--- src/rtl/hex_frame_tx.sv ---
// UART transmitter that sends a 12-bit value as the ASCII frame 'S' + three uppercase hex digits.
// 8N1, LSB first; every bit is held CLKS_PER_BIT clocks and TX always comes straight from a flop.
module hex_frame_tx #(
    parameter int         CLKS_PER_BIT = 104,
    parameter logic [7:0] HEADER       = 8'h53
) (
    input  logic        CLK,
    input  logic        RST,
    input  logic        START,
    input  logic [11:0] DATA,
    output logic        BUSY,
    output logic        DONE,
    output logic        TX
);

    localparam int BAUD_W = (CLKS_PER_BIT > 1) ? $clog2(CLKS_PER_BIT) : 1;
    localparam logic [BAUD_W-1:0] BAUD_LAST = BAUD_W'(CLKS_PER_BIT - 1);

    typedef enum logic [1:0] {
        IDLE,
        START_BIT,
        DATA_BITS,
        STOP_BIT
    } state_t;

    state_t              state_q;
    logic [BAUD_W-1:0]   baudCnt_q;
    logic [2:0]          bitIdx_q;
    logic [1:0]          charIdx_q;
    logic [11:0]         data_q;
    logic                tx_q;
    logic                busy_q;
    logic                done_q;

    logic [7:0]          curChar;
    logic [2:0]          nextBitIdx;
    logic                baudWrap;

    function automatic logic [7:0] hexAscii(input logic [3:0] n);
        // 'A' - 10 = 0x37, so letters share the same offset form as digits
        return (n < 4'd10) ? (8'h30 + {4'h0, n}) : (8'h37 + {4'h0, n});
    endfunction

    always_comb begin
        curChar = HEADER;
        case (charIdx_q)
            2'd0: curChar = HEADER;
            2'd1: curChar = hexAscii(data_q[11:8]);
            2'd2: curChar = hexAscii(data_q[7:4]);
            2'd3: curChar = hexAscii(data_q[3:0]);
            default: curChar = HEADER;
        endcase
    end

    assign nextBitIdx = bitIdx_q + 3'd1;
    assign baudWrap   = (baudCnt_q == BAUD_LAST);

    always_ff @(posedge CLK or posedge RST) begin
        if (RST) begin
            state_q   <= IDLE;
            baudCnt_q <= '0;
            bitIdx_q  <= '0;
            charIdx_q <= '0;
            data_q    <= '0;
            tx_q      <= 1'b1;
            busy_q    <= 1'b0;
            done_q    <= 1'b0;
        end else begin
            done_q <= 1'b0;
            case (state_q)
                IDLE: begin
                    baudCnt_q <= '0;
                    bitIdx_q  <= '0;
                    charIdx_q <= '0;
                    tx_q      <= 1'b1;
                    if (START) begin
                        data_q  <= DATA;
                        state_q <= START_BIT;
                        tx_q    <= 1'b0;
                        busy_q  <= 1'b1;
                    end
                end
                START_BIT: begin
                    if (baudWrap) begin
                        baudCnt_q <= '0;
                        bitIdx_q  <= '0;
                        state_q   <= DATA_BITS;
                        tx_q      <= curChar[0];
                    end else begin
                        baudCnt_q <= baudCnt_q + 1'b1;
                    end
                end
                DATA_BITS: begin
                    if (baudWrap) begin
                        baudCnt_q <= '0;
                        if (bitIdx_q == 3'd7) begin
                            state_q <= STOP_BIT;
                            tx_q    <= 1'b1;
                        end else begin
                            bitIdx_q <= nextBitIdx;
                            tx_q     <= curChar[nextBitIdx];
                        end
                    end else begin
                        baudCnt_q <= baudCnt_q + 1'b1;
                    end
                end
                STOP_BIT: begin
                    if (baudWrap) begin
                        baudCnt_q <= '0;
                        if (charIdx_q != 2'd3) begin
                            charIdx_q <= charIdx_q + 2'd1;
                            state_q   <= START_BIT;
                            tx_q      <= 1'b0;
                        end else begin
                            // BUSY drops together with DONE so a new START is taken in the DONE cycle
                            charIdx_q <= '0;
                            state_q   <= IDLE;
                            busy_q    <= 1'b0;
                            done_q    <= 1'b1;
                        end
                    end else begin
                        baudCnt_q <= baudCnt_q + 1'b1;
                    end
                end
                default: begin
                    state_q <= IDLE;
                    tx_q    <= 1'b1;
                    busy_q  <= 1'b0;
                end
            endcase
        end
    end

    assign TX   = tx_q;
    assign BUSY = busy_q;
    assign DONE = done_q;

endmodule

--- config.mk ---
export PLATFORM = sky130hd
export DESIGN_NAME = hex_frame_tx
export DESIGN_NICKNAME = d
export VERILOG_FILES = /design/src/rtl/hex_frame_tx.sv
export SDC_FILE = /design/constraint.sdc
export NUM_CORES = 1
export LEC_CHECK = 0
export CORE_ASPECT_RATIO = 0.5
export CORE_UTILIZATION = 50
export DETAILED_ROUTE_END_ITERATION = 16
export GPL_ROUTABILITY_DRIVEN = 0
export GPL_TIMING_DRIVEN = 0
export MAX_ROUTING_LAYER = met4
export PLACE_DENSITY = 0.71
export SLEW_MARGIN = 10
export SYNTH_ARGS = -nofsm -noshare
export SYNTH_HDL_FRONTEND = slang
export SYNTH_SLANG_ARGS = --single-unit
--- constraint.sdc ---
create_clock -name CLK -period 5.05 [get_ports CLK]
set_input_delay 1.2625 -clock CLK [delete_from_list [all_inputs] [get_ports CLK]]
set_output_delay 1.2625 -clock CLK [all_outputs]
set_load 0.01 [all_outputs]
Word-level counts from Yosys, hierarchy flattened

Cells that the tools add are included.

Flip-flop bits (word level): 29
Output and inout port bits: 3

Add/subtract/negate cells: 9
$lt $le $gt $ge: 4
Equality and inequality tests: 17
Muxes and demuxes: 36
Reductions and logical operators: 11

Operators with widths:

| kind                                                                  | number |
|---|---|
| 6-bit by 4-bit adder with 7-bit output (first input constant)         | 6 |
| 8-bit one-hot mux with 4 select lines                                 | 1 |
| 7-bit two-way mux                                                     | 4 |
| 2-bit != test (second input constant)                                 | 9 |
| 1-bit two-way mux                                                     | 14 |
| 2-bit two-way mux                                                     | 7 |
| 7-bit one-hot mux with 2 select lines                                 | 1 |
| 4-bit < comparator (second input constant)                            | 3 |
| 4-bit AND reduction                                                   | 3 |
| 3-bit two-way mux                                                     | 3 |
| 3-bit one-hot mux with 3 select lines                                 | 1 |
| 2-bit == test (second input constant)                                 | 4 |
| 2-bit one-hot mux with 4 select lines                                 | 1 |
| 7-bit by 1-bit adder with 7-bit output (second input constant)        | 1 |
| 7-bit == test (second input constant)                                 | 1 |
| 5-bit AND reduction                                                   | 1 |
| 2-bit by 1-bit == test with 1-bit output (second input constant)      | 2 |
| 2-bit zero test                                                       | 2 |
| 3-bit by 4-bit < comparator with 1-bit output (second input constant) | 1 |
| 1-bit one-hot mux with 4 select lines                                 | 1 |
| 2-bit one-hot mux with 2 select lines                                 | 1 |
| 2-bit AND reduction                                                   | 2 |
| 3-bit by 1-bit adder with 3-bit output (second input constant)        | 1 |
| 1-bit binary-select mux with 3-bit select                             | 1 |
| other kinds (6)                                                       | 6 |

Logic depth before layout (Yosys ltp)

Gate-level depths: netlist of the first run.

Depth in word-level cells: 8
Mapped depth: 8
Gate-level depth less buffers: 8

Worst setup path before layout of the first run

No wires, ideal clock.

Kind: input to register
Start: input START
End: register data_q[10]
Arrival time: 2,078 ps
Required time: 4,925 ps
Slack: 2,847 ps
Stages: 3
Buffers on the path: 1
Cell sequence: nand2_1 buf_1 mux2_2

Word-level cells in the longest chain between the ends: 1

Ends and longest elaborated chain:

| what                          | RTL line | source |
|---|---|---|
| start, declared               | 9        | `input logic START,` |
| 2-bit AND reduction (no line) | --       |  |
| end signal, assigned          | 64       | `data_q <= '0;` |
| end signal, assigned          | 77       | `data_q <= DATA;` |
| end, declared                 | 30       | `logic [11:0] data_q;` |

Every way passes these cells.
A chain may end at the register's enable or synchronous reset.

Final worst setup path of the first run

Start: input START
End: register data_q[1]

The elaborated chain is that of the path after synthesis.

==> run_results.csv, run 1 <==
group,metric,value,unit
run_status,status,"finished clean",
drt,first_pass_iters,4,
global_route,antenna_found_initial,0,
yosys,syn_nets,224,
power_and_ir_drop,p_leak,0.000947,uW
sta,slew-limit-headroom,29.4,%
job,maxCapViolCount,0,
layout,layout.nets,248,
sta,fmax,378,MHz
yosys,synthFlopType,"dfrtp_1",
worst_hold_path,hold_path_class,"register to register",
global_route,grt_pass1_wl,6.70,mm
worst_setup_path,r2r-end,"TX",
yosys,synth_area,1890,um2
global_route,grtUsageTotal,23.4,%
die,core_area,3530,um2
yosys,netlist_instances,194,
global_route,grt.busiest_layer,"met2",
yosys,synth.distinct_cells,49,
die,placementRows,15,
clock_network,postCtsResizedCells,0,
layout,final_util,63.9,%
clock_network,cts-root-buf,"clkbuf_8",
worst_setup_path,critPathCapture,"data_q[1]",
die,start_util,53.5,%
worst_setup_path,rr_worst_depth,8,
sta,period_share,52.4,%
yosys,ys_seq_elements,29,
layout,area_growth,19.5,%
clock_network,post_cts_buffers,0,
worst_setup_path,r2r_start,"charIdx_q[0]",
drt,via_per_inst,5.87,
power_and_ir_drop,p_per_area,534,nW/um2
sta,finClkSkew,0.00418,ns
power_and_ir_drop,ir_drop,0.305,mV
layout,fillers,304,
yosys,yosysWarnings,0,
sta,slew_violations,0,
worst_setup_path,cp_data_arrival_time,2.82,ns
layout,drive_gt1_share,12.8,%
layout,final_common_cell,"dfrtp_1",
yosys,synthArstFlopShare,100,%
clock_network,h-tree-depth,2,
clock_network,clkTransAtPathRegs,0.07,ns
yosys,seq_area_frac_synth,38.5,%
clock_network,holdBufCountCts,0,
worst_setup_path,startpoint_type,"input port",
sta,worst_slew_pin_slew,1.05,ns
worst_setup_path,crit_path_start,"START",
clock_network,numClockSinks,29,
layout,final_cell_mix,"dfrtp_1, clkdlybuf4s50_1, inv_1, ha_1",
yosys,avgSynthCellArea,9.73,um2
clock_network,cts_buffer_depth,2,
sta,fin_crit,2.65,ns
drt,wirelength,3.94,mm
die,die_area,4040,um2
worst_setup_path,ff2ff_setup_slack,2.96,ns
layout,n_antenna_cell,0,
sta,finalSetupTns,0,ns
sta,rsz0062_at_grt,"no",
die,ios,18,
worst_setup_path,critPathMaxFanout,10,
drt,drt_drc_violations_left,0,
worst_setup_path,critPathKind,"input port to register",
drt,wl_per_cell,14.6,um
sta,setup_viol,0,
drt,drt_iter0_markers,89,
global_route,grt_max_degree,30,
clock_network,cts_tree,"done",
global_route,grt-ovfl-total,0,
global_route,grt_pass1_vias,1469,
sta,finalHoldViolCount,0,
sta,whs,0.469,ns
clock_network,clk_latency,0.29,ns
global_route,grt_use_met2,35.8,%
drt,ant_nets,0,
global_route,grt_use_met1,30.0,%
place,io_buffers,17,
worst_setup_path,endpoint_kind,"register",
drt,vias,1586,
die,die_h,45.4,um
clock_network,cts_made_buffers,5,
place,place_hpwl,2.74,mm
global_route,met3_usage,6.16,%
worst_setup_path,required,5.22,ns
yosys,synth-edff-count,0,
die,die_w,88.9,um
==> layout make-up <==
| class | count | area [um2] | area share (%) |
|---|---|---|---|
| plain buffers | 6 | 25.0 | 1.11 |
| clock buffers | 5 | 68.8 | 3.05 |
| clock inverters | 3 | 65.1 | 2.89 |
| inverters | 16 | 60.1 | 2.66 |
| multi-input cells | 143 | 1070 | 47.7 |
| flip-flops and latches | 29 | 727 | 32.2 |
| well taps | 51 | 63.8 | 2.83 |
| repair buffers | 17 | 170 | 7.55 |
==> synthesized netlist by cell type (3+ instances only) <==
library cell	number	share of area, %
nand4_1	3	0.99
o21ai_1	4	1.1
nand3_1	6	1.6
mux2_2	12	7.2
nor3_1	7	1.9
and4b_1	3	1.6
inv_1	16	3.2
mux2i_1	3	1.6
ha_1	15	9.9
o21ai_0	7	1.9
nand2_1	12	2.4
nor2_1	11	2.2
a31oi_1	3	0.99
o22ai_1	4	1.3
nand2b_1	3	0.99
dfrtp_1	28	37
a21oi_1	7	1.9
nand3b_1	3	1.2
nor2b_1	5	1.7
==> worst max-delay path, stage by stage <==
cell and delay, ns:
clkdlybuf4s50_1 0.48, nand2_1 0.23, buf_1 0.44, mux2_2 0.40
==> cell families (layout without fill, tap and decap cells) <==
group	after synthesis	after routing	share of synthesized area, %
and+or+nand+nor	62	62	18.0
AOI/OAI and AO/OA	45	45	17.2
DFF	29	29	38.5
buffers and inverters	22	47	4.51
xor gates and xnor gates	4	4	1.86
muxes	17	17	9.95
adders and majority gates	15	15	9.95
==> worst min path at each step <==
stage | slack [ns] | from | cells after the start | end
2_1_floorplan | 0.43 | baudCnt_q[0] | 1 | baudCnt_q[0]
3_3_place_gp | 0.45 | baudCnt_q[0] | 1 | baudCnt_q[0]
3_5_place_dp | 0.47 | baudCnt_q[0] | 1 | baudCnt_q[0]
4_1_cts | 0.48 | baudCnt_q[0] | 1 | baudCnt_q[0]
5_1_grt | 0.51 | baudCnt_q[0] | 1 | baudCnt_q[0]
6_report | 0.47 | baudCnt_q[0] | 1 | baudCnt_q[0]
==> registers in the layout, summed over array words and instances, names as in the netlist <==
signal / count
BUSY: 1
DONE: 1
TX: 1
baudCnt_q: 7
bitIdx_q: 3
charIdx_q: 2
data_q: 12
state_q: 2
==> per-layer routing <==
layer	up-vias	wire length [um]	part of all wire, %
met5	-	0	0
met4	0	87	2.2
met3	16	256	6.5
met2	61	1730	44
met1	754	1870	48
li1	755	-	-
==> where the power goes <==
part,switching (uW),total (uW),internal (uW)
logic,233,464,231
clock network,93.1,289,196
registers,129,451,322
total,455,1200,748
==> through the flow <==
stage	instance area (um2)	std cells	power [uW]	setup WS, ns
floorplan	1890	194	780	2.85
global placement	2120	262	890	2.11
detailed placement	2120	262	908	2.09
CTS	2250	270	1210	2.38
global route	2250	270	1290	2.34
finish	2250	270	1200	2.40
Note: power is estimated with default switching activity, not from simulation.
==> run 2: changes to the inputs <==
- PLACE_DENSITY: 0.71 -> 0.74
- clock period: 5.05 -> 2.2 ns (I/O delays scaled with it)
==> run_results.csv, run 2 (synthesis gave the netlist of run 1 again) <==
group,metric,value,unit
power_and_ir_drop,p_switching,1050,uW
die,core_area,3530,um2
clock_network,clkTransAtPathRegs,0.07,ns
layout,top_regs,"data_q: 12 flops, baudCnt_q: 7 flops, bitIdx_q: 3 flops",
sta,worst_slew_pin_slew,1.05,ns
global_route,grt_pass1_vias,1514,
power_and_ir_drop,p_per_area,1200,nW/um2
place,io_buffers,17,
worst_setup_path,startpoint_type,"register",
layout,final_cell_mix,"dfrtp_1, clkdlybuf4s50_1, inv_1",
die,placementRows,15,
drt,wl_per_cell,14.6,um
drt,wirelength,3.96,mm
clock_network,cts_tree,"done",
worst_setup_path,cp_data_arrival_time,2.27,ns
drt,drt_drc_violations_left,0,
global_route,grt_max_degree,30,
place,place_hpwl,2.82,mm
run_status,status,"finished clean",
die,die_h,45.4,um
clock_network,cts_made_buffers,5,
worst_setup_path,critPathKind,"register to register",
sta,finalSetupTns,0,ns
sta,finClkSkew,0.00846,ns
die,ios,18,
die,die_area,4040,um2
power_and_ir_drop,p_clk_share,21.3,%
drt,vias,1569,
power_and_ir_drop,power_frac_comb,41.1,%
global_route,grtUsageTotal,24.1,%
place,dpl.cell_count,262,
sta,setup_viol,0,
worst_setup_path,required,2.42,ns
sta,fin_crit,2.05,ns
layout,n_antenna_cell,0,
worst_setup_path,endpoint_kind,"register",
drt,drt_iter0_markers,127,
power_and_ir_drop,ir_drop,0.700,mV
global_route,grt-ovfl-total,0,
global_route,grt_pass1_wl,6.79,mm
clock_network,holdBufCountCts,0,
layout,final_common_cell,"dfrtp_1",
sta,slew-limit-headroom,29.2,%
layout,largest_register,"data_q",
layout,area_growth,19.9,%
drt,ant_nets,0,
worst_setup_path,critPathMaxFanout,7,
clock_network,numClockSinks,29,
sta,slew_violations,0,
sta,period_share,93.3,%
sta,fmax,487,MHz
worst_hold_path,hold_path_class,"register to register",
layout,drive_gt1_share,14.5,%
clock_network,cts-root-buf,"clkbuf_8",
power_and_ir_drop,p_leak,0.000947,uW
die,die_w,88.9,um
die,start_util,53.5,%
layout,layout.nets,250,
sta,finalHoldViolCount,0,
layout,final_cells,272,
job,maxCapViolCount,0,
layout,largest_reg_flops,12,
power_and_ir_drop,intPower,1680,uW
global_route,antenna_found_initial,0,
clock_network,h-tree-depth,2,
power_and_ir_drop,switching_share,38.4,%
drt,first_pass_iters,4,
power_and_ir_drop,power_frac_seq,37.6,%
clock_network,clk_latency,0.29,ns
clock_network,cts_buffer_depth,2,
drt,via_per_inst,5.77,
[run 2: power groups by stage]
| stage | sequential (uW) | clock [uW] | combinational [uW] |
|---|---|---|---|
| global placement | 1010 | 0 | 1020 |
| floorplan | 951 | 0 | 839 |
| CTS | 1020 | 591 | 1080 |
| global route | 1060 | 611 | 1250 |
| detailed placement | 1020 | 0 | 1060 |
| finish | 1020 | 581 | 1120 |
[run 2: timing repair]
item / in CTS / in global routing
endpoints found under the setup margin: 0 / 2
resized for setup: 0 / 3
buffers inserted: 0 / 2
[run 2: critical path: stages (launching register included)]
cell and delay (ns):
dfrtp_1 0.42, inv_1 0.09, ha_2 0.25, o211ai_2 0.09, o22ai_1 0.11, nor3_2 0.24, nand3_1 0.11, a221o_1 0.34
a221o_1 0.33
[run 2: path summary, 6_finish.rpt]
path                                end  depth (start not counted)  slack [ns]    startpoint
setup / recovery                     TX                          8        0.15  charIdx_q[0]
hold / removal             baudCnt_q[0]                          1        0.46  baudCnt_q[0]
max in group asynchronous     data_q[9]                          2        1.02           RST
setup reg to reg                     TX                          8        0.15  charIdx_q[0]
hold reg to reg            baudCnt_q[0]                          1        0.46  baudCnt_q[0]
min in group asynchronous  baudCnt_q[5]                          2        0.69           RST
[run 2: per-layer routing]
| metal | global-route usage [%] | up-vias | share of wire [%] |
|---|---|---|---|
| met5 | - | - | 0 |
| met2 | 37.7 | 47 | 48 |
| met1 | 30.9 | 760 | 47 |
| met4 | 9.03 | 0 | 1.2 |
| li1 | - | 754 | - |
| met3 | 5.98 | 8 | 4.6 |
[run 2: stage by stage]
stage	power [uW]	hold WS, ns	setup slack [ns]	instance area, um2	util (%)
final	2720	0.461	0.148	2260	64.1
after detailed placement	2080	0.453	-0.0131	2120	60.1
after global placement	2030	0.447	0.00149	2120	60.1
after CTS	2690	0.462	0.0913	2240	63.4
after global routing	2920	0.472	-0.00209	2260	64.1
after floorplan	1790	0.430	0.345	1890	-
[run 2: layout make-up]
| type | instances | area, um2 |
|---|---|---|
| inverters | 16 | 60.1 |
| flip-flops and latches | 29 | 727 |
| well taps | 51 | 63.8 |
| multi-input cells | 143 | 1080 |
| clock buffers | 7 | 86.3 |
| clock inverters | 1 | 30.0 |
| plain buffers | 6 | 25.0 |
| repair buffers | 19 | 185 |
| fillers | 307 | 1270 |
